[src/rtl/stopwatch.sv]
// Four-digit BCD stopwatch (M:SS.T) with start/stop levels, up/down counting and a tick prescaler.
// Define STOPWATCH_SATURATE_EN to hold at 9:59.9 / 0:00.0 instead of wrapping.
`timescale 1ns/1ps
module stopwatch #(
  parameter int unsigned TICK_DIV = 1
) (
  input  logic       clk,
  input  logic       reset,
  input  logic       Start,
  input  logic       Stop,
  input  logic       Countdown,
  output logic [3:0] Tenths_Seconds,
  output logic [3:0] Ones_Seconds,
  output logic [3:0] Tens_Seconds,
  output logic [3:0] Minutes,
  output logic       run_state
);

  localparam int unsigned PW = (TICK_DIV > 1) ? $clog2(TICK_DIV) : 1;
  localparam logic [PW-1:0] PRE_MAX = PW'(TICK_DIV - 1);

  typedef enum logic {
    ST_STOPPED = 1'b0,
    ST_RUNNING = 1'b1
  } state_t;

  state_t        state_q, state_d;
  logic [PW-1:0] pre_q, pre_d;
  logic          tick;
  logic          hold;
  logic [3:0]    tenths_q, ones_q, tens_q, minutes_q;
  logic [3:0]    tenths_d, ones_d, tens_d, minutes_d;

  // Stop wins over Start when both are sampled high.
  always_comb begin
    state_d = state_q;
    if (Stop)
      state_d = ST_STOPPED;
    else if (Start)
      state_d = ST_RUNNING;
  end

  // Counting uses the registered run state, giving one cycle of start/stop latency.
  always_comb begin
    pre_d = pre_q;
    tick  = 1'b0;
    if (state_q == ST_RUNNING) begin
      if (pre_q == PRE_MAX) begin
        tick  = 1'b1;
        pre_d = '0;
      end else begin
        pre_d = pre_q + 1'b1;
      end
    end
  end

  always_comb begin
    hold = 1'b0;
`ifdef STOPWATCH_SATURATE_EN
    if (Countdown)
      hold = (minutes_q == 4'd0) && (tens_q == 4'd0) && (ones_q == 4'd0) && (tenths_q == 4'd0);
    else
      hold = (minutes_q == 4'd9) && (tens_q == 4'd5) && (ones_q == 4'd9) && (tenths_q == 4'd9);
`endif
  end

  // All four digits are computed together so they change on the same tick edge.
  always_comb begin
    tenths_d  = tenths_q;
    ones_d    = ones_q;
    tens_d    = tens_q;
    minutes_d = minutes_q;
    if (tick && !hold) begin
      if (!Countdown) begin
        if (tenths_q == 4'd9) begin
          tenths_d = 4'd0;
          if (ones_q == 4'd9) begin
            ones_d = 4'd0;
            if (tens_q == 4'd5) begin
              tens_d    = 4'd0;
              minutes_d = (minutes_q == 4'd9) ? 4'd0 : minutes_q + 4'd1;
            end else begin
              tens_d = tens_q + 4'd1;
            end
          end else begin
            ones_d = ones_q + 4'd1;
          end
        end else begin
          tenths_d = tenths_q + 4'd1;
        end
      end else begin
        if (tenths_q == 4'd0) begin
          tenths_d = 4'd9;
          if (ones_q == 4'd0) begin
            ones_d = 4'd9;
            if (tens_q == 4'd0) begin
              tens_d    = 4'd5;
              minutes_d = (minutes_q == 4'd0) ? 4'd9 : minutes_q - 4'd1;
            end else begin
              tens_d = tens_q - 4'd1;
            end
          end else begin
            ones_d = ones_q - 4'd1;
          end
        end else begin
          tenths_d = tenths_q - 4'd1;
        end
      end
    end
  end

  always_ff @(posedge clk or negedge reset) begin
    if (!reset) begin
      state_q   <= ST_STOPPED;
      pre_q     <= '0;
      tenths_q  <= 4'd0;
      ones_q    <= 4'd0;
      tens_q    <= 4'd0;
      minutes_q <= 4'd0;
    end else begin
      state_q   <= state_d;
      pre_q     <= pre_d;
      tenths_q  <= tenths_d;
      ones_q    <= ones_d;
      tens_q    <= tens_d;
      minutes_q <= minutes_d;
    end
  end

  assign Tenths_Seconds = tenths_q;
  assign Ones_Seconds   = ones_q;
  assign Tens_Seconds   = tens_q;
  assign Minutes        = minutes_q;
  assign run_state      = (state_q == ST_RUNNING);

endmodule

[config.mk]
export PLATFORM = sky130hd
export DESIGN_NAME = stopwatch
export DESIGN_NICKNAME = d
export VERILOG_FILES = /design/src/rtl/stopwatch.sv
export SDC_FILE = /design/constraint.sdc
export NUM_CORES = 1
export LEC_CHECK = 0
export ABC_AREA = 1
export CORE_MARGIN = 2
export CORE_UTILIZATION = 45
export DETAILED_ROUTE_END_ITERATION = 6
export PLACE_DENSITY = 0.76
export SYNTH_ARGS = -nofsm -noshare
export SYNTH_HDL_FRONTEND = slang
export SYNTH_SLANG_ARGS = --single-unit
[constraint.sdc]
create_clock -name clk -period 2.95 [get_ports clk]
set_input_delay 0.4425 -clock clk [delete_from_list [all_inputs] [get_ports clk]]
set_output_delay 0.4425 -clock clk [all_outputs]
set_load 0.05 [all_outputs]
==> summary.md, run 1 <==
| Metric | Value |
|---|---|
| Number of clock sinks | `17` |
| Layout area overhead | `19.8%` |
| Slew headroom | `47.8%` |
| Cells after Synth | `212` |
| Leak | `just over 0.0008 µW` |
| Avg Cell Area, Syn | `about 6.1 µm²` |
| Nature of the critical path endpoint | `primary output` |
| Synthesis-stage register bit count | `17` |
| Synth Net Count | `217` |
| Fin Setup TNS | `0 ns` |
| Place WS | `about 0.92 ns` |
| Sequential fraction of the synthesis area | `around a third` |
| Synth top area cells | `dfrtp_1 33%, nand2_1 25%, nand3_1 7.8%` |
| CTS Hold Bufs | `0` |
| Slowest CP cell | `clkdlybuf4s50_1` |
| Root buf cell | `clkbuf_4` |
| Vias in the first global route | `roughly 1100` |
| Pins Over Slew Limit | `0` |
| CP delay by family, top | `buffers and inverters` |
| Hold Crit Start | `Tens_Seconds[3]` |
| Initial DRC Count | `45` |
| Mapped Area | `1290 µm²` |
| Warnings from Yosys | `0` |
| Worst-Margin Slew | `slightly below 0.8 ns` |
| HP Class | `register to register` |
| Ordered list of cells on the worst path | `clkdlybuf4s50_1` |
| Critical Path Source Type | `register` |
| Cell taking the most area after synthesis | `dfrtp_1` |
| Dpl hpwl | `1970 µm` |
| Proportion of layout cells with a drive suffix above 1 | `7.30%` |
| CTS tree | `yes` |
| I/O Buffers | `21` |
| CTS resizes | `0` |
| PnR worst setup slack | `0.708 ns` |
| Crit path kind | `register to primary output` |
| Global route overflow | `0` |
| CTS Buffer Depth | `2` |
| PD cells | `1070 nW/µm²` |
| Post-layout min period | `2.24 ns` |
| Max incr delay on CP | `0.89 ns` |
| Top Ports | `22` |
| Hold slack | `0.566 ns` |
| Post-CTS setup buffer count | `0` |
| Final Wtd Congestion | `0.848` |
| Ys async rst share | `100%` |
| Achievable clock frequency | `0.446 GHz` |
| Setup violations, final | `0` |
| Die Y-Extent | `57.6 µm` |
| Finished Cell Area | `1550 µm²` |
| Worst R2R End | `Tens_Seconds[2]` |
| Reg-to-reg slack, setup | `between 1 and 1.5 ns` |
| R2r startpoint | `Ones_Seconds[1]` |
| Core Footprint | `2730 µm²` |
| Cell with the most instances after synthesis | `nand2_1` |
| Initial Util | `47.2%` |
| Die span in x | `57.6 µm` |
| Full die area | `roughly 3300 µm²` |
| WP data required | `2.51 ns` |
| Worst-Skew Late Latency | `0.29 ns` |
| Via density | `4.96` |
| Drt drc | `0` |
| Htree depth | `1` |
| Detailed-route via count | `1310` |
| Row count | `19` |
| Clock Pin Slew Worst Setup and Hold Paths | `~0.10 ns` |
| Post-Route WL | `2760 µm` |
| Crit path launch | `run_state` |
| Maxcap violations | `0` |
| FILL cells | `approximately 260` |
| Unrepaired setup endpoints after global routing | `false` |
| Number of synthesized flops with an enable pin | `0` |
| Cts bufs inserted | `3` |
| Crit. path cell count | `1` |
| Worst setup path endpoint | `run_state` |
| Final Hold Viols | `0` |
| Primary FF master, synth | `dfrtp_1` |
| Clock skew | `0.00251 ns` |
| Status | `finished clean` |
| Ant. Diodes | `0` |
| R2R depth | `6` |
| Initial antenna violation count | `0` |
| WP buf/inv | `1` |
| Commonest cells post-synth | `86 x nand2_1, 23 x nor2_1, 20 x nand3_1, 20 x o21ai_0, 18 x inv_1` |
| VDD IR-drop max | `0.000688 V` |
| Placed cell area | `1520 µm²` |
| Crit-path max FO | `11` |
| DRT Pass-1 Iters | `5` |
| Share of the synthesized area in the top cell type | `about a third` |
| First-pass GRT wire length | `4950 µm` |
| # nets final | `239` |
| WP data arrival | `1.80 ns` |
| Total Routing Usage GR | `a little under a fifth` |
| Post-synth cell types | `19` |
| Avg WL per Cell | `10.4 µm` |
| Largest net degree at the start of global routing | `19` |
| Final ANT Viol Nets | `0` |
| Tcrit/Tclk final | `roughly three quarters` |
## report_power, final
part           internal (µW)  switching (µW)  total [µW]
logic                    348             699        1050
registers                317             164         481
clock network           52.6            76.3         129
## how the worst min path moves through the flow
stage,endpoint,cells after the start
2_1_floorplan,Minutes[0],0
3_3_place_gp,Tens_Seconds[3],2
3_5_place_dp,Tens_Seconds[3],2
4_1_cts,Tens_Seconds[3],2
5_1_grt,Tens_Seconds[3],2
6_report,Tens_Seconds[3],2
## registers in the layout, summed over array words and instances, names as in the netlist
name            count
run_state           1
Minutes             4
Ones_Seconds        4
Tens_Seconds        4
Tenths_Seconds      4
## layer usage
layer  GRT usage [%]  wire (µm)  vias up  share of wire [%]
met5               0          0        -                  0
met4            6.98         40        0                1.5
met3            3.17        113        4                4.1
met2            27.9       1210       31                 44
met1            27.6       1400      560                 51
li1                -          -      715                  -
## area by class of cell
class / instances / area (µm²) / area share (%)
inverters: 22 / 82.6 / 5.34
flip-flops and latches: 17 / 425 / 27.5
well taps: 31 / 38.8 / 2.51
multi-input cells: 168 / 756 / 48.9
repair buffers: 22 / 218 / 14.1
clock buffers: 4 / 26.3 / 1.70
## through the flow
| stage | power (µW) | instances | utilization (%) |
|---|---|---|---|
| finish | 1660 | 264 | 56.6 |
| global route | 1810 | 264 | 56.6 |
| CTS | 1670 | 264 | 56.6 |
| detailed placement | 1530 | 260 | 55.6 |
| global placement | 1530 | 260 | 55.6 |
| floorplan | 1250 | 212 | - |
## cells by family after synthesis
kind of cell	Yosys count	share of synthesized area (%)
flops	17	32.9
simple gates	139	45.9
buf+inv	27	8.53
compound gates	27	11.2
xor+xnor	2	1.36
## cell usage in the layout (no fill, tap or decap), drive strengths merged
cell,netlist,routed
clkdlybuf4s50,0,21
nor2,28,28
a21oi,3,3
nand4,1,1
nand2,89,89
clkbuf,1,4
buf,4,1
o21ai,20,20
o211ai,4,4
dfrtp,17,17
nand3,21,21
inv,22,22
xor2,2,2
Note: power is estimated with default switching activity, not from simulation.
==> run 2: changes to the inputs <==
- PLACE_DENSITY: 0.76 -> 0.79
- clock period: 2.95 -> 2 ns (I/O delays scaled with it)
==> run 2 against run 1 <==
Against the previous run:
- combinational power grew 47%
- register-to-register slack lost 0.90 ns
- hold slack lost 0.28 ns
- highest routed layer unchanged
- critical path type unchanged
- clock-buffer cell count shrank 1
- sequential share of layout area shrank 0.59 points
- power grew 48%
- flip-flop and latch count is the same
- core utilization grew 1.2 points
- largest cell class unchanged
==> summary.md, run 2 (same netlist as run 1, synthesis figures left out) <==
| Metric | Value |
|---|---|
| Status | `finished clean` |
| P_int | `1050 µW (+47%)` |
| PnR worst setup slack | `0.0766 ns (-0.632 ns)` |
| Initial antenna violation count | `0 (unchanged)` |
| I/O Buffers | `21 (unchanged)` |
| Leak | `0.000924 µW (+14%)` |
| Top Ports | `22 (unchanged)` |
| Slowest CP cell | `clkdlybuf4s50_1` |
| Post-Route WL | `2760 µm (+0.18%)` |
| Final Hold Viols | `0 (unchanged)` |
| Final ANT Viol Nets | `0 (unchanged)` |
| Layout area overhead | `22.4%` |
| CTS Buffer Depth | `2 (unchanged)` |
| Core Footprint | `2730 µm² (unchanged)` |
| DRT Pass-1 Iters | `4 (-1)` |
| WP buf/inv | `1 (unchanged)` |
| Htree depth | `1 (unchanged)` |
| Nature of the critical path endpoint | `primary output` |
| Worst-Skew Late Latency | `0.31 ns (+0.02 ns)` |
| Critical Path Source Type | `register` |
| Max incr delay on CP | `0.84 ns (-0.05 ns)` |
| FILL cells | `284 (+11%)` |
| Switch share | `57.1% (+0.38 points)` |
| First-pass GRT wire length | `4810 µm (-2.9%)` |
| Achievable clock frequency | `just over 0.5 GHz` |
| Util after Layout | `57.8% (+1.2 points)` |
| Worst R2R End | `Tens_Seconds[2]` |
| Full die area | `3310 µm² (unchanged)` |
| Maxcap violations | `0 (unchanged)` |
| # nets final | `241 (+0.84%)` |
| Slew headroom | `66.3% (+18 points)` |
| Fin Setup TNS | `0 ns (unchanged)` |
| CTS Hold Bufs | `0 (unchanged)` |
| VDD IR-drop max | `0.00115 V (+67%)` |
| Vias in the first global route | `1098 (-0.36%)` |
| Worst-Margin Slew | `0.505 ns (-0.275 ns)` |
| Met2 WL | `1260 µm (+4.2%)` |
| M1 wire length | `1360 µm (-2.4%)` |
| Post-CTS setup buffer count | `0 (unchanged)` |
| Dpl hpwl | `2000 µm (+1.8%)` |
| Unrepaired setup endpoints after global routing | `false` |
| Number of clock sinks | `17 (unchanged)` |
| Largest net degree at the start of global routing | `18 (-1)` |
| Total Routing Usage GR | `18.7% (-0.22 points)` |
| Via density | `4.97 (+0.16%)` |
| Tcrit/Tclk final | `between 90 and 100%` |
| Drt drc | `0 (unchanged)` |
| Flop pwr share | `28.6% (-0.4 points)` |
| Die span in x | `57.6 µm (unchanged)` |
| Die Y-Extent | `57.6 µm (unchanged)` |
| Global route overflow | `0 (unchanged)` |
| Place WS | `0.333 ns (-0.591 ns)` |
| Clock skew | `0.00967 ns (+0.00716 ns)` |
| Crit path kind | `register to primary output` |
| Ordered list of cells on the worst path | `clkdlybuf4s50_1` |
| Finished Layout Cells | `266 (+0.76%)` |
| CTS tree | `yes` |
| P_sw | `1400 µW (+49%)` |
| Avg WL per Cell | `10.4 µm (-0.57%)` |
| CTS resizes | `0 (unchanged)` |
| Initial DRC Count | `61 (+36%)` |
| PD cells | `1550 nW/µm² (+45%)` |
| Hold slack | `0.288 ns (-0.278 ns)` |
| Post-layout min period | `1.92 ns` |
| Commonest non-fill, non-tap cell in the layout | `nand2_1` |
| Combinational power share | `63.0% (-0.2 points)` |
| CP delay by family, top | `buffers and inverters` |
| Highest routed layer | `met4` |
| Clock Pin Slew Worst Setup and Hold Paths | `0.12 ns (+0.02 ns)` |
| R2R depth | `7 (+1)` |
| WP data arrival | `1.62 ns (-0.18 ns)` |
| Commonest non-fill, non-tap cells in the layout | `86 x nand2_1, 23 x nor2_1, 20 x nand3_1, 20 x o21ai_0, 18 x inv_1` |
| Final Wtd Congestion | `0.861 (+1.5%)` |
| Clk pwr share | `8.4% (+0.6 points)` |
| Reg-to-reg slack, setup | `0.55 ns (-0.90 ns)` |
| Initial Util | `47.2% (unchanged)` |
| Setup violations, final | `0 (unchanged)` |
| R2r startpoint | `Ones_Seconds[1]` |
| Ant. Diodes | `0 (unchanged)` |
| Proportion of layout cells with a drive suffix above 1 | `8.94% (+1.6 points)` |
| Detailed-route via count | `1322 (+0.92%)` |
| Root buf cell | `clkbuf_4` |
| Metal3 WL | `86 µm (-24%)` |
| Crit-path max FO | `7 (-4)` |
| Row count | `19 (unchanged)` |
| Pins Over Slew Limit | `0 (unchanged)` |
| WP data required | `1.70 ns (-0.81 ns)` |
| HP Class | `input pin to asynchronous set/reset pin` |
| Cts bufs inserted | `3 (unchanged)` |
| Placed cells | `262 (+0.77%)` |
## run 2: final cells by class
type	count	area (µm²)	share of cell area [%]
Multi-Input combinational cell	168	756	47.8
Tap cell	31	38.8	2.45
Sequential cell	17	425	26.9
Timing Repair Buffer	24	250	15.8
Clock inverter	1	5.00	0.317
Inverter	22	82.6	5.23
Clock buffer	3	22.5	1.43
## run 2: worst max-delay path by stage
stage / endpoint / startpoint / depth (start not counted)
floorplan: Minutes[0] / Ones_Seconds[3] / 7
global placement: Ones_Seconds[2] / Countdown / 7
detailed placement: Ones_Seconds[2] / Countdown / 7
CTS: Tens_Seconds[0] / Tens_Seconds[0] / 1
global route: Minutes[3] / Minutes[3] / 1
finish: Ones_Seconds[2] / Ones_Seconds[2] / 1
## run 2: stage by stage
stage	total power, µW	area [µm²]
CTS	2460	1560
detailed placement	2250	1530
global route	2680	1580
finish	2450	1580
global placement	2240	1530
floorplan	1840	1290
## run 2: power by group through the flow
stage          sequential [µW]  combinational, µW  clock, µW
2_1_floorplan             1080                756          0
3_3_place_gp               712               1530          0
3_5_place_dp               708               1540          0
4_1_cts                    703               1550        204
5_1_grt                    743               1710        226
6_report                   701               1540        205
## run 2: routing by layer
layer  GRT usage, %  up-vias
li1               -      714
met1           26.1      573
met2           28.4       30
met5              0        -
met4           8.64        0
met3           2.72        5
